===== config.mk =====
export PLATFORM = sky130hd
export DESIGN_NAME = if_stage_flat
export DESIGN_NICKNAME = d
export VERILOG_FILES = /design/src/rtl/if_stage_if.sv /design/src/rtl/if_stage.sv /design/src/flat_wrapper.sv
export SDC_FILE = /design/constraint.sdc
export NUM_CORES = 1
export LEC_CHECK = 0
export CORE_MARGIN = 4
export CORE_UTILIZATION = 38
export DETAILED_ROUTE_END_ITERATION = 16
export PLACE_DENSITY = 0.69
export SLEW_MARGIN = 30
export SYNTH_ARGS = -nofsm -noshare
export SYNTH_HDL_FRONTEND = slang
export SYNTH_SLANG_ARGS = --single-unit

===== constraint.sdc =====
create_clock -name clk_in -period 2 [get_ports clk_in]
set_input_delay 0.5 -clock clk_in [delete_from_list [all_inputs] [get_ports clk_in]]
set_output_delay 0.5 -clock clk_in [all_outputs]
set_load 0.02 [all_outputs]

===== src/rtl/if_stage_if.sv =====
// if_stage_if -- fetch request bus between the IF stage and the memory controller.
//   mc_req  : fetch request (IF stage -> controller)
//   mc_addr : word address of the request (IF stage -> controller)
//   mc_done : one-cycle completion pulse (controller -> IF stage)
//   mc_data : fetched word, valid with mc_done (controller -> IF stage)
// The master modport is the IF stage; the slave modport is the controller.
interface if_stage_if;
    logic        mc_req;
    logic [31:0] mc_addr;
    logic        mc_done;
    logic [31:0] mc_data;

    modport master (output mc_req, mc_addr, input mc_done, mc_data);
    modport slave  (input mc_req, mc_addr, output mc_done, mc_data);
endinterface


===== src/rtl/if_stage.sv =====
// if_stage -- instruction fetch stage.
// Fetches one word at a time from the memory controller and presents it to
// the IF/ID register. It handles downstream stalls, EX redirects (including
// redirects that arrive mid-fetch), and a global freeze via rdy_in.
// Ports:
//   clk_in   : clock, all state on rising edge
//   rst_in   : asynchronous active-low reset
//   rdy_in   : chip ready; low freezes every register
//   stall    : downstream stall; the presented instruction is not consumed
//   jump_en  : one-cycle redirect pulse, jump_pc is the target
//   mc       : memory-controller fetch bus (master side)
//   if_pc    : PC toward IF/ID
//   if_ins   : instruction toward IF/ID
//   if_valid : if_pc/if_ins hold a real fetched instruction
module if_stage #(
    parameter logic [31:0] NOP_INS  = 32'h00000013,
    parameter logic [31:0] NOP_PC   = 32'h00000000,
    parameter logic [31:0] RESET_PC = 32'h00000000
) (
    input  logic               clk_in,
    input  logic               rst_in,
    input  logic               rdy_in,
    input  logic               stall,
    input  logic               jump_en,
    input  logic [31:0]        jump_pc,
    if_stage_if.master         mc,
    output logic [31:0]        if_pc,
    output logic [31:0]        if_ins,
    output logic               if_valid
);

    typedef enum logic [1:0] {
        IDLE  = 2'd0,
        BUSY  = 2'd1,
        FLUSH = 2'd2
    } state_t;

    state_t      state;
    logic [31:0] pc;

    always_ff @(posedge clk_in or negedge rst_in) begin
        if (!rst_in) begin
            state      <= IDLE;
            pc         <= RESET_PC;
            mc.mc_req  <= 1'b0;
            mc.mc_addr <= 32'h0;
            if_pc      <= NOP_PC;
            if_ins     <= NOP_INS;
            if_valid   <= 1'b0;
        end else if (rdy_in) begin
            // A redirect always kills whatever is presented, stalled or not.
            if (jump_en) begin
                pc       <= {jump_pc[31:2], 2'b00};
                if_pc    <= NOP_PC;
                if_ins   <= NOP_INS;
                if_valid <= 1'b0;
            end
            case (state)
                IDLE: begin
                    // Without a redirect, issue when nothing is presented or
                    // the presented word is consumed this edge.
                    if (!jump_en && (!if_valid || !stall)) begin
                        if_pc      <= NOP_PC;
                        if_ins     <= NOP_INS;
                        if_valid   <= 1'b0;
                        mc.mc_req  <= 1'b1;
                        mc.mc_addr <= pc;
                        state      <= BUSY;
                    end
                end
                BUSY: begin
                    if (jump_en) begin
                        // The outstanding fetch still has to complete; its
                        // data is dropped in FLUSH unless it finishes now.
                        if (mc.mc_done) begin
                            mc.mc_req <= 1'b0;
                            state     <= IDLE;
                        end else begin
                            state <= FLUSH;
                        end
                    end else if (mc.mc_done) begin
                        mc.mc_req <= 1'b0;
                        if_pc     <= pc;
                        if_ins    <= mc.mc_data;
                        if_valid  <= 1'b1;
                        pc        <= pc + 32'd4;
                        state     <= IDLE;
                    end
                end
                FLUSH: begin
                    if (mc.mc_done) begin
                        mc.mc_req <= 1'b0;
                        state     <= IDLE;
                    end
                end
                default: state <= IDLE;
            endcase
        end
    end

endmodule


===== src/flat_wrapper.sv =====
// flat-port wrapper written by rule: the top's interface ports become plain ports
module if_stage_flat 
#(
    parameter logic [31:0] NOP_INS  = 32'h00000013,
    parameter logic [31:0] NOP_PC   = 32'h00000000,
    parameter logic [31:0] RESET_PC = 32'h00000000
)
  (clk_in, rst_in, rdy_in, stall, jump_en, jump_pc, if_pc, if_ins, if_valid, mc_mc_req, mc_mc_addr, mc_mc_done, mc_mc_data);
  if_stage_if mc_i ();
  input  logic clk_in;
  input  logic rst_in;
  input  logic rdy_in;
  input  logic stall;
  input  logic jump_en;
  input  logic [31:0] jump_pc;
  output logic [31:0] if_pc;
  output logic [31:0] if_ins;
  output logic if_valid;
  output wire logic [$bits(mc_i.mc_req)-1:0] mc_mc_req;
  output wire logic [$bits(mc_i.mc_addr)-1:0] mc_mc_addr;
  input wire logic [$bits(mc_i.mc_done)-1:0] mc_mc_done;
  input wire logic [$bits(mc_i.mc_data)-1:0] mc_mc_data;
  assign mc_mc_req = mc_i.mc_req;
  assign mc_mc_addr = mc_i.mc_addr;
  assign mc_i.mc_done = mc_mc_done;
  assign mc_i.mc_data = mc_mc_data;
  if_stage #(.NOP_INS(NOP_INS), .NOP_PC(NOP_PC), .RESET_PC(RESET_PC)) u_core (.clk_in(clk_in), .rst_in(rst_in), .rdy_in(rdy_in), .stall(stall), .jump_en(jump_en), .jump_pc(jump_pc), .mc(mc_i), .if_pc(if_pc), .if_ins(if_ins), .if_valid(if_valid));
endmodule

# Yosys cells after proc, flatten, opt, wreduce, memory -nomap -nowiden
# Cells that the tools add are included.
# classes
muxes,27
n_eq_ne,4
reduce_logical,11
addsub,1
# op_table
cell,n
$mux W32,12
$pmux W32 S2,2
$add A32 B3 Y32 const B,1
$mux W2,4
$mux W1,6
$pmux W2 S3,1
$ne A2 B1 Y1 const B,2
$pmux W1 S2,2
$reduce_and A4 Y1,1
$logic_not A1 Y1,3
$reduce_and A3 Y1,1
$eq A2 B1 Y1 const B,1
$eq A2 B2 Y1 const B,1
$logic_not A2 Y1,1
$reduce_and A2 Y1,1
$reduce_bool A2 Y1,1
$reduce_or A2 Y1,1
$logic_and A1 B1 Y1,1
$logic_or A1 B1 Y1,1
# totals
word_cells,50
out_inout_bits,98
inputBits,70
regBits,132

# Logic depth before layout (Yosys ltp)
# Gate-level depths: netlist of the first run.
# depth
depth_word,5
ltp_mapped,8
depth_no_buf,7

# Worst setup path after synthesis of the first run
# No wires, ideal clock.
# synth_timing
path_type,register to register
start,reg u_core.state[1]
end,reg u_core.pc[14]
required_ps,1873
stages_incl_launch_ff,9
slack_ps,6
arrival_time_ps,1867
path_cell_list,dfrtp_1 > inv_1 > ha_1 > buf_4 > nand2_2 > nor3_1 > nand3_1 > a221oi_1 > nor2_1
# synth_between
elab_chain_len,2
# synth_rtl
item,line_no,rtl
from (decl),if_stage.sv:38,state_t state;
from (signal assigned),if_stage.sv:43,state <= IDLE;
from (signal assigned),if_stage.sv:68,state <= BUSY;
from (signal assigned),if_stage.sv:77,state <= IDLE;
$eq A2 B1 Y1,if_stage.sv:58,case (state)
$mux W32,if_stage.sv:58,
to (signal assigned),if_stage.sv:53,"pc <= {jump_pc[31:2], 2'b00};"
to (signal assigned),if_stage.sv:86,pc <= pc + 32'd4;
to (decl),if_stage.sv:39,logic [31:0] pc;
# No other way between the ends.
# A chain may end at the register's enable or synchronous reset.

# Worst setup path in the final report of the first run
# layout_timing
start,reg u_core.pc[11]
end,reg u_core.pc[28]
# layout_between
elab_chain_len,4
# layout_rtl
item,line_no,rtl
$add A32 B3 Y32,if_stage.sv:86,
$mux W32,if_stage.sv:81,end else if (mc.mc_done) begin
$mux W32,if_stage.sv:72,if (jump_en) begin
$mux W32,if_stage.sv:58,
# No other way between the ends.

==> reports/results.txt, run 1 <==
Area Growth Syn to Fin: 50.05%
Post-CTS Setup Inserts: 0
vias per cell: 5.667
Vert. Die Dim: 131.5 um
Layout Skew: 0.009201 ns
Avg WL per Cell: 19.51 um
TritonCTS clock tree: built
DRC viols: 0
clk slew on worst S/H paths: 0.06 ns
delay of the slowest critical-path stage: 0.49 ns
first-pass GRT wire length: 28380 um
clk root buf: clkbuf_16
element type at the critical path end: flop
FP Rows: 44
RSZ-0062 raised after global routing: false
final setup violation count: 0
I/O pin count: 168
Hold Crit Class: in2async
pwr dens: 1254 nW/um^2
Synth Warn #: 0
outcome: finished, final reports clean
port bufs: 165
Max-Cap Viols: 0
area of the mapped netlist: 5799 um^2
worst-path fanout max: 6
nets: 777
ys flop type: dfrtp_1
fin cells: 898
Tcrit/Tclk final: 96.36%
Netlist cell types: 55
initial drt markers: 360
initial antenna violation count: 0
pre-CTS setup slack: -0.1988 ns
Antenna Nets Post-Route: 0
vias in the first global route: 5263
Syn Nets: 574
Bufs and invs on worst path: 0
die area: 17300 um^2
Final Wtd Congestion: 0.8969
min Tclk post-route: 1.927 ns
register area share after synthesis: 57.02%
global route total overflow: 0
Total Wirelength: 17520 um
total power: 10.91 mW
Skew-Pair Late Insertion Delay: 0.41 ns
Req. time, crit path: 2.32 ns
fraction of layout cells with a size suffix above 1: 20.45%
CTS buffer count: 17
Initial Utilization: 39.31%
First-pass DRT Iterations: 5
setup_tns: 0 ns
core area: 14750 um^2
cell family with most CP delay: simple AND/OR/NAND/NOR gates
Final Max Tran Viols: 0
Yosys reg bits: 132
FMAX: 0.5189 GHz
Yosys top cell area share: 55.66%
crit path DAT: 2.25 ns
setup slack after layout: 0.07283 ns
hold_buf cts: 0
Antenna diodes: 0
Cells after Synth: 499
critical setup path kind: reg2reg
Placed Cells: 867
via count: 5089
Die W: 131.5 um
Worst VDD drop: 0.7589 mV
Startpoint Class: flop
Cell Chain, Critical Path: nand4_4, nor4_4, and4_4, a311oi_1, a311oi_2
Worst-Margin Slew: 0.5459 ns
Clock Tree Buf Depth: 2
largest net degree at the start of global routing: 46
mean area per synthesized cell: 11.62 um^2
synth top area cells: dfrtp_1 56%, a22o_1 8.9%, mux2_2 6.6%
detailed placer's ending HPWL: 12560 um
CTS H-tree lvls: 4
area leader, netlist: dfrtp_1
headroom to the max-slew limit: 63.61%
number of synthesized flops with an enable pin: 0
Total GRT Usage: 20.14%
async set-reset flop share out of synthesis: 100.0%
final hold violation count: 0
CP max stage cell: dfrtp_1
Leak Pwr: 3.789 nW
CTS Sinks: 132
[cells by family after synthesis]
group                    share of synthesized area, %
AND/OR/NAND/NOR                                 10.96
buffers and inverters                           3.085
adder cells (fa/ha/maj)                         1.079
AO/OA/AOI/OAI                                   19.87
flip-flops                                      57.02
multiplexers                                    7.983
[power by group]
part / leakage, nW / switching [mW] / total [mW] / internal (mW)
Clock: 0.299 / 1.12 / 3.30 / 2.18
Sequential: 1.68 / 0.516 / 3.87 / 3.35
Combinational: 1.80 / 1.87 / 3.75 / 1.87
[final timing paths]
check	start	endpoint	slack, ns	cells after the start
max in group asynchronous	rst_in	u_core.if_ins[10]	1.38	2
setup / recovery	u_core.pc[11]	u_core.pc[28]	0.07	5
hold reg to reg	u_core.if_ins[27]	u_core.if_ins[27]	0.47	2
setup reg to reg	u_core.pc[11]	u_core.pc[28]	0.07	5
min in group clk_in	u_core.if_ins[27]	u_core.if_ins[27]	0.47	2
hold / removal	rst_in	u_core.if_pc[28]	0.03	1
[metal layers]
| metal | part of all wire [%] | wire length [um] | global-route usage, % | vias to the layer above |
|---|---|---|---|---|
| met2 | 48 | 8437 | 32.44 | 234 |
| li1 | - | - | - | 2314 |
| met4 | 1.2 | 204 | 5.426 | 0 |
| met1 | 44 | 7764 | 27.09 | 2522 |
| met3 | 6.4 | 1117 | 5.390 | 19 |
| met5 | 0 | 0 | 0 | - |
[cells in the mapped netlist, drive strengths merged (8+ instances only)]
| library cell | instances |
|---|---|
| dfrtp | 129 |
| a22o | 59 |
| mux2 | 34 |
| clkbuf | 28 |
| nand2 | 27 |
| nor2 | 27 |
| o22ai | 23 |
| a21oi | 22 |
| o21ai | 18 |
| nand3 | 13 |
| nor3 | 12 |
| and3 | 11 |
| nand4 | 11 |
| buf | 9 |
| mux2i | 8 |
[stage by stage]
step,hold WS [ns],instance area (um^2),util [%]
2_1_floorplan,0.2044,5799,-
3_3_place_gp,0.4574,8061,54.64
3_5_place_dp,0.4611,8061,54.64
4_1_cts,0.03298,8683,58.85
5_1_grt,0.04442,8702,58.98
6_report,0.02617,8702,58.98
[state kept, by name, summed over array words and instances (netlist names)]
signal,count
u_core.if_valid,1
u_core.if_pc,32
u_core.if_ins,32
u_core.state,2
u_core.mc.mc_addr,32
u_core.mc.mc_req,1
u_core.pc,32
[final cells by class]
| type | instances | area [um^2] |
|---|---|---|
| clock buffer | 23 | 478.0 |
| clock inverter | 8 | 148.9 |
| fill | 1183 | 6052 |
| inverter | 7 | 26.28 |
| multi-input combinational | 323 | 2356 |
| sequential | 132 | 3307 |
| tap | 184 | 230.2 |
| timing repair buffer | 221 | 2156 |
[layout by cell type, fill, tap and decap left out, types with 3 or more instances in the layout]
cell	instances
and3_1	7
nand2_1	26
or3_1	3
clkbuf_16	17
bufinv_16	4
mux2i_1	8
a22o_1	59
o21ai_0	17
buf_4	49
dfrtp_1	129
clkbuf_1	3
dlygate4sd2_1	4
clkbuf_8	3
inv_1	7
nand4_1	10
nor2_1	24
and3_2	4
a21oi_1	21
clkdlybuf4s50_1	160
dfstp_2	3
buf_12	7
nor3_1	11
and4_2	3
o22ai_1	23
and2_1	3
ha_1	4
nand3_1	12
a211oi_1	7
mux2_2	34
a311oi_1	5
a31oi_1	4
[repair_timing]
item,in CTS,in global routing
hold endpoints to repair,0,0
resized for setup,4,5
endpoints found under the setup margin,4,20
(Power assumes the default switching activity.)
==> run 2: changes to the inputs <==
MAX_ROUTING_LAYER = met4   (was default)
==> reports/results.txt, run 2 (same netlist as run 1, synthesis figures left out) <==
die area: 17300 um^2 (unchanged)
Avg WL per Cell: 19.48 um (-0.15%)
detailed placer's ending HPWL: 12560 um (unchanged)
element type at the critical path end: flop
min Tclk post-route: 1.918 ns (-0.009377 ns)
Layout Skew: 0.009499 ns (+0.0002977 ns)
vias per cell: 5.671 (about the same)
delay of the slowest critical-path stage: 0.49 ns (about the same)
Area Growth Syn to Fin: 50.05% (unchanged)
Clock Tree Buf Depth: 2 (unchanged)
Worst VDD drop: 0.7608 mV (+0.25%)
Final Cell Area: 8702 um^2 (unchanged)
core area: 14750 um^2 (unchanged)
clk slew on worst S/H paths: 0.06 ns (about the same)
Total Wirelength: 17500 um (-0.15%)
initial antenna violation count: 0 (unchanged)
largest net degree at the start of global routing: 46 (unchanged)
RSZ-0062 raised after global routing: false
Final Max Tran Viols: 0 (unchanged)
Antenna Nets Post-Route: 0 (unchanged)
Final Wtd Congestion: 0.9121 (+1.7%)
Hold Crit Class: in2async
multi-input logic area: 2356 um^2 (unchanged)
Cell Chain, Critical Path: nand4_4, nor4_4, and4_4, a311oi_1, a311oi_2
CP max stage cell: dfrtp_1
most common cell after layout, fill and taps aside: clkdlybuf4s50_1
CTS Sinks: 132 (unchanged)
FP Rows: 44 (unchanged)
Post-CTS Setup Inserts: 0 (unchanged)
global route total overflow: 0 (unchanged)
DP Area: 8061 um^2 (unchanged)
fraction of layout cells with a size suffix above 1: 20.45% (unchanged)
FF/Latch Area: 3307 um^2 (unchanged)
Vert. Die Dim: 131.5 um (unchanged)
critical setup path kind: reg2reg
FMAX: 0.5214 GHz (+0.49%)
first-pass GRT wire length: 28420 um (+0.15%)
fill cell count: 1183 (unchanged)
initial drt markers: 376 (+4.4%)
via count: 5093 (+0.079%)
Tcrit/Tclk final: 95.89% (-0.47 points)
I/O pin count: 168 (unchanged)
Total GRT Usage: 20.77% (+0.63 points)
port bufs: 165 (unchanged)
Antenna diodes: 0 (unchanged)
Max-Cap Viols: 0 (unchanged)
Leak Pwr: 3.789 nW (unchanged)
setup_tns: 0 ns (unchanged)
CTS H-tree lvls: 4 (unchanged)
Req. time, crit path: 2.32 ns (about the same)
DRC viols: 0 (unchanged)
Initial Utilization: 39.31% (unchanged)
Startpoint Class: flop
final core occ: 58.98% (unchanged)
clk root buf: clkbuf_16
First-pass DRT Iterations: 5 (unchanged)
headroom to the max-slew limit: 63.23% (-0.37 points)
outcome: finished, final reports clean
worst-path fanout max: 6 (unchanged)
Die W: 131.5 um (unchanged)
Skew-Pair Late Insertion Delay: 0.41 ns (about the same)
CTS buffer count: 17 (unchanged)
pwr dens: 1254 nW/um^2 (about the same)
final setup violation count: 0 (unchanged)
Worst-Margin Slew: 0.5515 ns (+0.005610 ns)
nets: 777 (unchanged)
leading cell types in the layout, fill and taps excluded: 160 x clkdlybuf4s50_1, 129 x dfrtp_1, 59 x a22o_1
crit path DAT: 2.24 ns (about the same)
vias in the first global route: 5249 (-0.27%)
final hold violation count: 0 (unchanged)
TritonCTS clock tree: built
==> run 2: cell type report <==
class | count | area share, %
tap | 184 | 2.646
sequential | 132 | 38.00
clock buffer | 23 | 5.492
clock inverter | 8 | 1.711
multi-input combinational | 323 | 27.07
inverter | 7 | 0.3019
timing repair buffer | 221 | 24.77
==> run 2: worst paths after layout <==
kind / slack, ns / start / endpoint / depth (start not counted)
worst max-delay path: 0.08 / u_core.pc[11] / u_core.pc[28] / 5
worst min-delay path: 0.02 / rst_in / u_core.if_pc[28] / 1
worst max register to register: 0.08 / u_core.pc[11] / u_core.pc[28] / 5
worst min register to register: 0.47 / u_core.if_ins[27] / u_core.if_ins[27] / 2
max in group asynchronous: 1.38 / rst_in / u_core.if_ins[17] / 2
min in group clk_in: 0.47 / u_core.if_ins[27] / u_core.if_ins[27] / 2
==> run 2: worst max-delay path: cells and delay by family (launching register included) <==
family,cells,cell delay (ns)
and+or+nand+nor,3,0.97
AOI/OAI and AO/OA,2,0.36
DFF,1,0.49
==> run 2: what timing repair did <==
item / CTS / global route
setup endpoints to repair: 4 / 20
hold buffers: 0 / 0
hold endpoints to repair: 0 / 0
gates resized for setup: 4 / 5
==> run 2: power by group <==
part / switching (mW) / total [mW] / internal [mW]
Clock: 1.12 / 3.30 / 2.18
Combinational: 1.87 / 3.75 / 1.87
Sequential: 0.516 / 3.87 / 3.35
Total: 3.51 / 10.9 / 7.41
==> run 2: through the flow <==
stage	hold slack (ns)	power, mW	instances	setup slack, ns
2_1_floorplan	0.2044	5.741	499	0.006051
3_3_place_gp	0.4574	7.553	867	-0.1730
3_5_place_dp	0.4611	7.683	867	-0.1988
4_1_cts	0.03298	11.01	898	0.07722
5_1_grt	0.04441	11.46	898	0.001586
6_report	0.02445	10.92	898	0.08220
==> run 2: metal layers <==
layer	GRT usage [%]	share of wire (%)	up-vias
li1	-	-	2313
met3	5.161	5.7	17
met4	5.426	1.1	0
met1	27.24	45	2527
met2	32.49	48	236
met5	-	0	-
